===== src/rtl/uart_tx_arb_if.sv =====
// Bundle between the UART transmit arbiter and its environment: requester byte
// handshakes, the transmitter request/accept pair, and the owner status outputs.
interface uart_tx_arb_if #(
  parameter int NREQ = 2
);
  logic [NREQ-1:0]   req_valid;
  logic [8*NREQ-1:0] req_data;
  logic [NREQ-1:0]   req_last;
  logic [NREQ-1:0]   req_ready;
  logic              tx_ready;
  logic [7:0]        tx_data;
  logic              tx_rd;
  logic [NREQ-1:0]   grant;
  logic              busy;

  // The arbiter serves requests, so it takes the slave view.
  modport slave (
    input  req_valid, req_data, req_last, tx_rd,
    output req_ready, tx_ready, tx_data, grant, busy
  );

  modport master (
    output req_valid, req_data, req_last, tx_rd,
    input  req_ready, tx_ready, tx_data, grant, busy
  );
endinterface


===== src/rtl/uart_tx_arb.sv =====
// Shares one UART byte transmitter between NREQ requesters with message locking.
// Define UART_ARB_FIXED_PRIO_EN for fixed lowest-index priority instead of round-robin.
module uart_tx_arb #(
  parameter int          NREQ    = 2,
  parameter int unsigned LOCK_TO = 1023
) (
  input  logic         clk,
  input  logic         rst,
  uart_tx_arb_if.slave bus
);

  localparam int IDX_W = $clog2(NREQ);
  localparam int CNT_W = (LOCK_TO < 1) ? 1 : $clog2(LOCK_TO + 1);
  localparam logic [CNT_W-1:0] LOCK_MAX = CNT_W'(LOCK_TO);

  typedef enum logic [1:0] {
    S_IDLE,
    S_ISSUE,
    S_HOLD
  } state_t;

  state_t r_state;
  state_t w_nextState;

  logic [7:0]        r_holdData;
  logic [IDX_W-1:0]  r_owner;
  logic [IDX_W-1:0]  r_rrPtr;
  logic              r_locked;
  logic [CNT_W-1:0]  r_lockCnt;

  logic [2*NREQ-1:0] w_dblValid;
  logic [IDX_W-1:0]  w_offset;
  logic [IDX_W:0]    w_sum;
  logic [IDX_W-1:0]  w_winner;
  logic              w_found;
  logic [NREQ-1:0]   w_reqReady;
  logic              w_accept;
  logic [IDX_W-1:0]  w_acceptIdx;
  logic              w_release;
  logic              w_incCnt;
  logic              w_holdEntry;

  // Rotate the valid vector so the scan starts at rr_ptr, then map back.
  always_comb begin
    w_dblValid = {bus.req_valid, bus.req_valid} >> r_rrPtr;
    w_found    = |w_dblValid[NREQ-1:0];
    w_offset   = '0;
    for (int k = NREQ - 1; k >= 0; k--) begin
      if (w_dblValid[k]) begin
        w_offset = IDX_W'(k);
      end
    end
    w_sum = {1'b0, r_rrPtr} + {1'b0, w_offset};
    if (w_sum >= (IDX_W + 1)'(NREQ)) begin
      w_sum = w_sum - (IDX_W + 1)'(NREQ);
    end
    w_winner = w_sum[IDX_W-1:0];
  end

  always_ff @(posedge clk or posedge rst) begin
    if (rst) begin
      r_state <= S_IDLE;
    end else begin
      r_state <= w_nextState;
    end
  end

  always_comb begin
    w_nextState = r_state;
    w_reqReady  = '0;
    w_accept    = 1'b0;
    w_acceptIdx = r_owner;
    w_release   = 1'b0;
    w_incCnt    = 1'b0;
    unique case (r_state)
      S_IDLE: begin
        if (w_found) begin
          w_reqReady[w_winner] = 1'b1;
          w_accept             = 1'b1;
          w_acceptIdx          = w_winner;
          w_nextState          = S_ISSUE;
        end
      end
      S_ISSUE: begin
        if (bus.tx_rd) begin
          if (r_locked) begin
            w_nextState = S_HOLD;
          end else begin
            w_nextState = S_IDLE;
            w_release   = 1'b1;
          end
        end
      end
      S_HOLD: begin
        // Owner keeps ready high even while silent so it can resume at once.
        w_reqReady[r_owner] = 1'b1;
        if (bus.req_valid[r_owner]) begin
          w_accept    = 1'b1;
          w_nextState = S_ISSUE;
        end else if (r_lockCnt == LOCK_MAX) begin
          w_nextState = S_IDLE;
          w_release   = 1'b1;
        end else begin
          w_incCnt = 1'b1;
        end
      end
      default: begin
        w_nextState = S_IDLE;
      end
    endcase
  end

  assign w_holdEntry = (r_state == S_ISSUE) && bus.tx_rd && r_locked;

`ifndef UART_ARB_FIXED_PRIO_EN
  logic [IDX_W-1:0] w_nextPtr;
  assign w_nextPtr = (r_owner == IDX_W'(NREQ - 1)) ? '0 : r_owner + IDX_W'(1);
`endif

  always_ff @(posedge clk or posedge rst) begin
    if (rst) begin
      r_holdData <= 8'h00;
      r_owner    <= '0;
      r_locked   <= 1'b0;
      r_lockCnt  <= '0;
      r_rrPtr    <= '0;
    end else begin
      if (w_accept) begin
        r_holdData <= bus.req_data[{w_acceptIdx, 3'b000} +: 8];
        r_owner    <= w_acceptIdx;
        r_locked   <= ~bus.req_last[w_acceptIdx];
      end
      if (w_accept || w_holdEntry) begin
        r_lockCnt <= '0;
      end else if (w_incCnt) begin
        r_lockCnt <= r_lockCnt + CNT_W'(1);
      end
`ifdef UART_ARB_FIXED_PRIO_EN
      if (w_release) begin
        r_rrPtr <= '0;
      end
`else
      if (w_release) begin
        r_rrPtr <= w_nextPtr;
      end
`endif
    end
  end

  // Ready is forced low during reset even though the scan sees valid inputs.
  assign bus.req_ready = rst ? '0 : w_reqReady;
  assign bus.tx_ready  = (r_state == S_ISSUE);
  assign bus.tx_data   = r_holdData;
  assign bus.grant     = (r_state == S_IDLE) ? '0 : (NREQ'(1) << r_owner);
  assign bus.busy      = (r_state != S_IDLE);

endmodule


===== src/flat_wrapper.sv =====
// flat-port wrapper written by rule: the top's interface ports become plain ports
module uart_tx_arb_flat 
#(
  parameter int          NREQ    = 2,
  parameter int unsigned LOCK_TO = 1023
)
  (clk, rst, bus_req_valid, bus_req_data, bus_req_last, bus_tx_rd, bus_req_ready, bus_tx_ready, bus_tx_data, bus_grant, bus_busy);
  uart_tx_arb_if #(.NREQ(NREQ)) bus_i ();
  input  logic clk;
  input  logic rst;
  input wire logic [$bits(bus_i.req_valid)-1:0] bus_req_valid;
  input wire logic [$bits(bus_i.req_data)-1:0] bus_req_data;
  input wire logic [$bits(bus_i.req_last)-1:0] bus_req_last;
  input wire logic [$bits(bus_i.tx_rd)-1:0] bus_tx_rd;
  output wire logic [$bits(bus_i.req_ready)-1:0] bus_req_ready;
  output wire logic [$bits(bus_i.tx_ready)-1:0] bus_tx_ready;
  output wire logic [$bits(bus_i.tx_data)-1:0] bus_tx_data;
  output wire logic [$bits(bus_i.grant)-1:0] bus_grant;
  output wire logic [$bits(bus_i.busy)-1:0] bus_busy;
  assign bus_i.req_valid = bus_req_valid;
  assign bus_i.req_data = bus_req_data;
  assign bus_i.req_last = bus_req_last;
  assign bus_i.tx_rd = bus_tx_rd;
  assign bus_req_ready = bus_i.req_ready;
  assign bus_tx_ready = bus_i.tx_ready;
  assign bus_tx_data = bus_i.tx_data;
  assign bus_grant = bus_i.grant;
  assign bus_busy = bus_i.busy;
  uart_tx_arb #(.NREQ(NREQ), .LOCK_TO(LOCK_TO)) u_core (.clk(clk), .rst(rst), .bus(bus_i));
endmodule

===== config.mk =====
export PLATFORM = sky130hd
export DESIGN_NAME = uart_tx_arb_flat
export DESIGN_NICKNAME = d
export VERILOG_FILES = /design/src/rtl/uart_tx_arb_if.sv /design/src/rtl/uart_tx_arb.sv /design/src/flat_wrapper.sv
export SDC_FILE = /design/constraint.sdc
export NUM_CORES = 1
export LEC_CHECK = 0
export CORE_MARGIN = 8
export CORE_UTILIZATION = 48
export CTS_BUF_LIST = sky130_fd_sc_hd__clkbuf_16
export CTS_CLUSTER_SIZE = 16
export DETAILED_ROUTE_END_ITERATION = 8
export HOLD_SLACK_MARGIN = 0.06
export PLACE_DENSITY = 0.91
export SYNTH_ARGS = -nofsm -noshare
export SYNTH_HDL_FRONTEND = slang
export SYNTH_SLANG_ARGS = --single-unit

===== constraint.sdc =====
create_clock -name clk -period 2.8 [get_ports clk]
set_clock_uncertainty 0.15 [all_clocks]
set_input_delay 0.42 -clock clk [delete_from_list [all_inputs] [get_ports clk]]
set_output_delay 0.42 -clock clk [all_outputs]
set_load 0.005 [all_outputs]

==> parameters.txt, run 1 <==
Parameter                              Value

Status
  Status ... finished clean

Worst setup path
  Top fanout value on the critical path ... 8
  Worst setup path end ... bus_req_ready[0]
  Register-to-register setup slack ... 420 ps
  Type of the setup path with the least slack ... reg -> out
  Crit path required time ... 2230 ps
  CP Data Arrival Time ... 1990 ps
  Critical path startpoint category ... flip-flop
  CP bufs+invs ... 2
  Launch point of the critical path ... u_core.r_state[0]
  Startpoint of the worst-slack reg-to-reg timing path ... u_core.r_state[1]
  Reg-to-reg critical path endpoint ... u_core.bus.tx_data[4]
  Worst path cell trace ... inv_1 -> ha_1 -> nor2b_1 -> a31oi_1 -> nor2_1 -> clkdlybuf4s50_1
  Slowest cell on the critical path ... sky130_fd_sc_hd__clkdlybuf4s50_1
  Number of cells on the critical path ... 6
  Cell count of the worst reg-to-reg path ... 6
  Kind of end point of the critical path ... primary output
  Delay of the slowest critical-path stage ... 500 ps
  Top delay family on crit path ... buffers and inverters

Detailed routing
  Residual DRC ... 0
  Total vias in the final route ... 1,264
  Number of DRC markers after the initial detailed-route iteration ... 102
  Via density ... 6.23
  Post-detailed-route wirelength per cell ... 18.6 µm
  Antenna-violating nets left ... 0
  Pre-Repair DR Iteration Count ... 4
  Total routed wirelength ... 3.78 mm

Placement
  Routability congestion estimate from global placement ... 0.824
  Port bufs ... 36
  Number of placed instances with taps included ... 199
  HPWL after detailed placement ... 2.79 mm

Power
  Part of the power in the clock network ... 0.193
  Cell-internal power ... 1060 µW
  Sequential cell fraction of total power ... 0.321
  Reported net switching power ... 551 µW
  Switching power as a share of total power ... 0.341
  Power density over the cells ... 863 nW/µm²
  Worst vdd ir ... 0.621 mV
  Static leakage ... 0.000754 µW
  Combinational power share ... 0.485

Synthesis
  Post-synthesis sequential area ratio ... 0.405
  Number of register bits inferred by synthesis ... 23
  Avg Cell Area, Syn ... 10.5 µm²
  Cell area after synthesis ... 1420 µm²
  Unique cell type count in the Yosys netlist ... 36
  Cell taking the most area after synthesis ... sky130_fd_sc_hd__dfrtp_1
  Ys Warns ... 0
  Cell types occupying the most area after synthesis ... sky130_fd_sc_hd__dfrtp_1 40%, sky130_fd_sc_hd__mux2_1 8.7%, sky130_fd_sc_hd__mux2_2 5.5%
  Number of instances in the synthesized netlist ... 135
  Synth top area share ... 0.405
  Synthesized net count ... 163

Cells and area
  Fraction of final layout cells sized beyond drive strength 1 ... 0.0930
  P&R area growth vs syn ... 31.5%
  Footprint of the multi-input gates ... 785 µm²
  Sequential cell area in the final layout ... 576 µm²
  Cell Count, Final, Fillers Out ... 203
  Layout filler cell count ... 220
  Final core area utilization ... 0.672
  Number of antenna repair diodes ... 0
  Nets@finish ... 201

Die
  Starting Density ... 0.511
  Area of the die ... 4960 µm²
  DIE HEIGHT ... 70.4 µm
  I/O pin cnt ... 37
  Cell row count ... 19
  Die outline width ... 70.4 µm
  Core Box Area ... 2780 µm²

STA
  Count of final hold-check violations ... 0
  Final Critical Period ... 2560 ps
  Unrepaired setup endpoints after global routing ... no
  Tightest slew margin relative to the limit ... 0.711
  Post-route setup TNS ... 0 ps
  Final hold slack ... 333 ps
  Top achievable clock speed ... 0.390 GHz
  Number of endpoints failing setup at the final stage ... 0
  Final Slew Violations ... 0
  Final worst path period share ... 0.916
  Actual transition at the worst max-transition pin ... 432 ps

Clock tree
  Number of buffers on the longest clock path ... 2
  TritonCTS clock tree ... built
  H-tree levels ... 1
  Count of cells resized by post-cts repair ... 0
  Num CTS Buffers ... 3
  Post-CTS clock slew at the launch and capture registers of the worst setup and hold paths ... 60 ps
  Root buffer selected by CTS ... sky130_fd_sc_hd__clkbuf_16
  Num Clock Sinks ... 23
  CTS Hold Bufs ... 0
  Post-CTS Setup Repair Bufs ... 0
  Worst-skew pair later-pin latency ... 260 ps

Global route
  Pin count of the biggest net entering global routing ... 24
  Wire length of the first global-routing pass ... 6.14 mm
  Antenna violations before repair ... 0
  Global route overflow ... 0
  Global routing usage summed across all routing layers ... 0.149
  Via count of the first global-routing pass ... 1,254

Worst hold path
  Type of the worst min-delay path ... reg -> reg

Run
  Count of max-cap constraint violations ... 0
## logic make-up (layout without fill, tap and decap cells)
family,after synthesis,count (layout),synth area share
AO/OA/AOI/OAI,26,26,0.122
adder cells (fa/ha/maj),5,5,0.0440
buffers and inverters,10,47,0.0431
flip-flops,23,23,0.405
multiplexers,22,22,0.180
AND/OR/NAND/NOR,49,49,0.206
## layout by cell type, fill, tap and decap left out, types with 2 or more instances in the layout
master and instances:
sky130_fd_sc_hd__and4_1 2, sky130_fd_sc_hd__a21oi_1 9, sky130_fd_sc_hd__nand4_1 3, sky130_fd_sc_hd__nor2_1 5, sky130_fd_sc_hd__inv_1 6, sky130_fd_sc_hd__o21ai_1 3, sky130_fd_sc_hd__o21ai_0 3, sky130_fd_sc_hd__clkbuf_16 3
sky130_fd_sc_hd__clkdlybuf4s50_1 36, sky130_fd_sc_hd__nor3_1 2, sky130_fd_sc_hd__mux2i_1 3, sky130_fd_sc_hd__dfrtp_1 23, sky130_fd_sc_hd__o31ai_1 4, sky130_fd_sc_hd__nand2b_1 3, sky130_fd_sc_hd__and3_1 3, sky130_fd_sc_hd__nand3_1 6
sky130_fd_sc_hd__a31oi_1 2, sky130_fd_sc_hd__or4_1 5, sky130_fd_sc_hd__nor2b_1 3, sky130_fd_sc_hd__nand3b_1 4, sky130_fd_sc_hd__ha_1 5, sky130_fd_sc_hd__nand2_1 7, sky130_fd_sc_hd__mux2_1 11, sky130_fd_sc_hd__mux2_2 7
## worst min-delay path by stage
stage / cells after the start / start / end
2_1_floorplan: 1 / rst / u_core.bus.tx_data[0]
3_3_place_gp: 1 / u_core.bus.tx_data[4] / u_core.bus.tx_data[4]
3_5_place_dp: 1 / u_core.bus.tx_data[1] / u_core.bus.tx_data[1]
4_1_cts: 1 / u_core.bus.tx_data[1] / u_core.bus.tx_data[1]
5_1_grt: 1 / u_core.bus.tx_data[4] / u_core.bus.tx_data[4]
6_report: 1 / u_core.bus.tx_data[1] / u_core.bus.tx_data[1]
## metrics by stage
step                      worst slack, ps  power (µW)  area, µm²
after global placement                343        1260       1790
final                                 236        1610       1870
after global routing                 72.3        1700       1870
after CTS                             240        1620       1870
after floorplan                       720         958       1420
after detailed placement              263        1300       1790
## power by group through the flow
stage	combinational [µW]	sequential [µW]	clock (µW)
5_1_grt	845	529	331
2_1_floorplan	451	507	0
3_3_place_gp	751	509	0
3_5_place_dp	782	520	0
4_1_cts	790	517	315
6_report	783	518	312
## worst reg2reg max path: stages (launching register included)
cell	delay, ps
sky130_fd_sc_hd__dfrtp_1	420
sky130_fd_sc_hd__inv_1	120
sky130_fd_sc_hd__ha_1	380
sky130_fd_sc_hd__a21oi_1	170
sky130_fd_sc_hd__a31oi_4	360
sky130_fd_sc_hd__mux2_1	380
sky130_fd_sc_hd__mux2_1	290
## routing by layer
| metal | global-route usage | part of all wire | vias up |
|---|---|---|---|
| met5 | 0 | 0 | - |
| met4 | 0.0290 | 0.0071 | 0 |
| met3 | 0.0268 | 0.043 | 5 |
| met2 | 0.283 | 0.56 | 40 |
| met1 | 0.165 | 0.39 | 637 |
| li1 | - | - | 582 |
## cell usage after synthesis
cell / count
sky130_fd_sc_hd__mux2i_4: 1
sky130_fd_sc_hd__or4_1: 5
sky130_fd_sc_hd__and4_4: 1
sky130_fd_sc_hd__a41oi_1: 1
sky130_fd_sc_hd__ha_1: 5
sky130_fd_sc_hd__mux2_2: 7
sky130_fd_sc_hd__nand4_1: 3
sky130_fd_sc_hd__or3_1: 1
sky130_fd_sc_hd__nand2_2: 1
sky130_fd_sc_hd__nor2b_1: 3
sky130_fd_sc_hd__mux2i_1: 3
sky130_fd_sc_hd__nand2b_1: 3
sky130_fd_sc_hd__a31oi_1: 2
sky130_fd_sc_hd__nor3_1: 2
sky130_fd_sc_hd__or3b_1: 1
sky130_fd_sc_hd__dfrtp_1: 23
sky130_fd_sc_hd__o32a_1: 1
sky130_fd_sc_hd__nand2_1: 7
sky130_fd_sc_hd__nand3_1: 6
sky130_fd_sc_hd__nand3b_1: 4
sky130_fd_sc_hd__a31oi_4: 1
sky130_fd_sc_hd__nor2_1: 5
sky130_fd_sc_hd__o21ai_1: 3
sky130_fd_sc_hd__buf_2: 1
sky130_fd_sc_hd__and2_1: 1
sky130_fd_sc_hd__buf_6: 3
sky130_fd_sc_hd__nor4b_1: 1
sky130_fd_sc_hd__mux2_1: 11
sky130_fd_sc_hd__o21ai_0: 3
sky130_fd_sc_hd__o41ai_1: 1
sky130_fd_sc_hd__o31ai_1: 4
sky130_fd_sc_hd__and3_1: 3
sky130_fd_sc_hd__inv_1: 6
sky130_fd_sc_hd__and4_1: 2
sky130_fd_sc_hd__a21oi_1: 9
sky130_fd_sc_hd__o211ai_1: 1
## registers in the layout (all words and copies together), names as in the netlist
name / flops
u_core.bus.tx_data: 8
u_core.r_state: 2
u_core.r_locked: 1
u_core.r_rrPtr: 1
u_core.r_owner: 1
u_core.r_lockCnt: 10
## area by class of cell
class,instances,area share
Inverter,6,0.0120
Timing Repair Buffer,37,0.197
Tap cell,31,0.0207
Clock buffer,3,0.0402
Sequential cell,23,0.308
Clock inverter,1,0.00268
Multi-Input combinational cell,102,0.420
(Power assumes the default switching activity.)
==> run 2: changes to the inputs <==
- SETUP_SLACK_MARGIN: not set -> 0.1
==> parameters.txt, run 2 (synthesized netlist as in run 1, its figures left out) <==
Parameter                              Value

Cells and area
  Number of flip-flops in the largest register ... 10
  Layout filler cell count ... 219
  Cell Count, Final, Fillers Out ... 203
  Area of all placed cells without fillers ... 1870 µm²
  P&R area growth vs syn ... 31.7%
  Most common cell after layout, fill and taps aside ... sky130_fd_sc_hd__clkdlybuf4s50_1
  Nets@finish ... 201
  Top register by number of flip-flops ... u_core.r_lockCnt
  Highest-count cells in the layout ignoring fill and taps ... 36 x sky130_fd_sc_hd__clkdlybuf4s50_1, 23 x sky130_fd_sc_hd__dfrtp_1, 11 x sky130_fd_sc_hd__mux2_1
  Fraction of final layout cells sized beyond drive strength 1 ... 0.0988
  Number of antenna repair diodes ... 0

STA
  Post-route setup TNS ... 0 ps
  Actual transition at the worst max-transition pin ... 432 ps
  Number of endpoints failing setup at the final stage ... 0
  Tightest slew margin relative to the limit ... 0.711
  Final Slew Violations ... 0
  Final worst path period share ... 0.901
  Top achievable clock speed ... 0.396 GHz
  Unrepaired setup endpoints after global routing ... no
  Final Critical Period ... 2520 ps
  Count of final hold-check violations ... 0
  Setup ws final ... 278 ps

Clock tree
  Number of buffers on the longest clock path ... 2
  Worst-skew pair later-pin latency ... 260 ps
  Root buffer selected by CTS ... sky130_fd_sc_hd__clkbuf_16
  Num Clock Sinks ... 23
  H-tree levels ... 1
  CTS Hold Bufs ... 0
  Num CTS Buffers ... 3
  TritonCTS clock tree ... built
  Post-CTS clock slew at the launch and capture registers of the worst setup and hold paths ... 60 ps

Die
  Cell row count ... 19
  Area of the die ... 4960 µm²
  DIE HEIGHT ... 70.4 µm
  Core Box Area ... 2780 µm²
  Die outline width ... 70.4 µm
  I/O pin cnt ... 37
  Starting Density ... 0.511

Global route
  Global routing usage on met3 ... 0.0268
  Global routing usage summed across all routing layers ... 0.149
  Global route overflow ... 0
  Antenna violations before repair ... 0
  Peak-usage layer in the global routing report ... met2
  Pin count of the biggest net entering global routing ... 24
  GR met1 Demand/Resource ... 0.165
  GR Layer Usage met2 ... 0.283
  Via count of the first global-routing pass ... 1,254
  Wire length of the first global-routing pass ... 6.14 mm

Power
  Reported net switching power ... 551 µW
  Total Power Consumption ... 1610 µW
  Power density over the cells ... 862 nW/µm²
  Switching power as a share of total power ... 0.341
  Worst vdd ir ... 0.621 mV
  Cell-internal power ... 1060 µW
  Combinational power share ... 0.486
  Sequential cell fraction of total power ... 0.321
  Static leakage ... 0.000752 µW
  Part of the power in the clock network ... 0.193

Worst setup path
  Crit path required time ... 2230 ps
  Kind of end point of the critical path ... primary output
  Worst path cell trace ... inv_1 -> ha_1 -> a31oi_1 -> nor2_1 -> clkdlybuf4s50_1
  Delay of the slowest critical-path stage ... 500 ps
  Slowest cell on the critical path ... sky130_fd_sc_hd__clkdlybuf4s50_1
  Register-to-register setup slack ... 420 ps
  Type of the setup path with the least slack ... reg -> out
  CP Data Arrival Time ... 1950 ps
  Top fanout value on the critical path ... 9
  Critical path startpoint category ... flip-flop
  CP bufs+invs ... 2
  Top delay family on crit path ... buffers and inverters

Placement
  Area of placed instances ... 1790 µm²
  Port bufs ... 36
  Worst setup slack before clock tree synthesis ... 263 ps
  Number of placed instances with taps included ... 199
  Routability congestion estimate from global placement ... 0.824
  HPWL after detailed placement ... 2.79 mm

Detailed routing
  Total vias in the final route ... 1,264
  Via density ... 6.23
  Post-detailed-route wirelength per cell ... 18.6 µm
  Total routed wirelength ... 3.78 mm
  Residual DRC ... 0
  Antenna-violating nets left ... 0
  Pre-Repair DR Iteration Count ... 4
  Number of DRC markers after the initial detailed-route iteration ... 106

Worst hold path
  Type of the worst min-delay path ... reg -> reg

Run
  Count of max-cap constraint violations ... 0

Status
  Status ... finished clean
run 2: what timing repair did:
action	4_1_cts	5_1_grt
endpoints found under the setup margin	0	1
resized for setup	0	1
setup buffers	0	0
run 2: cell type report:
cell class	count	area (µm²)	area share
clock inverter	1	5.00	0.00267
timing repair buffer	37	368	0.197
tap	31	38.8	0.0207
multi-input combinational	102	787	0.420
clock buffer	3	75.1	0.0401
inverter	6	22.5	0.0120
sequential	23	576	0.307
run 2: per-layer routing:
| metal | vias up | share of wire |
|---|---|---|
| met1 | 639 | 0.39 |
| met4 | 0 | 0.0071 |
| met3 | 5 | 0.043 |
| met5 | - | 0 |
| met2 | 38 | 0.56 |
| li1 | 582 | - |
run 2: per-stage QoR:
stage               utilization  hold WS, ps
floorplan                     -          272
global placement          0.643          322
detailed placement        0.643          326
CTS                       0.672          339
global route              0.673          354
finish                    0.673          333
run 2: worst paths after layout:
kind                                              end                   from  cells past startpoint
worst min-delay path            u_core.bus.tx_data[1]  u_core.bus.tx_data[1]                      1
max in group asynchronous       u_core.bus.tx_data[2]                    rst                      3
worst max register to register  u_core.bus.tx_data[4]      u_core.r_state[1]                      6
worst max-delay path                 bus_req_ready[1]      u_core.r_state[1]                      5
worst min register to register  u_core.bus.tx_data[1]  u_core.bus.tx_data[1]                      1
min in group asynchronous              u_core.r_owner                    rst                      3
run 2: power by group through the flow:
stage	Clock (µW)	Combinational [µW]	Sequential (µW)
after global routing	331	846	529
after floorplan	0	451	507
after detailed placement	0	782	520
after global placement	0	751	509
after CTS	315	790	517
final	312	784	518
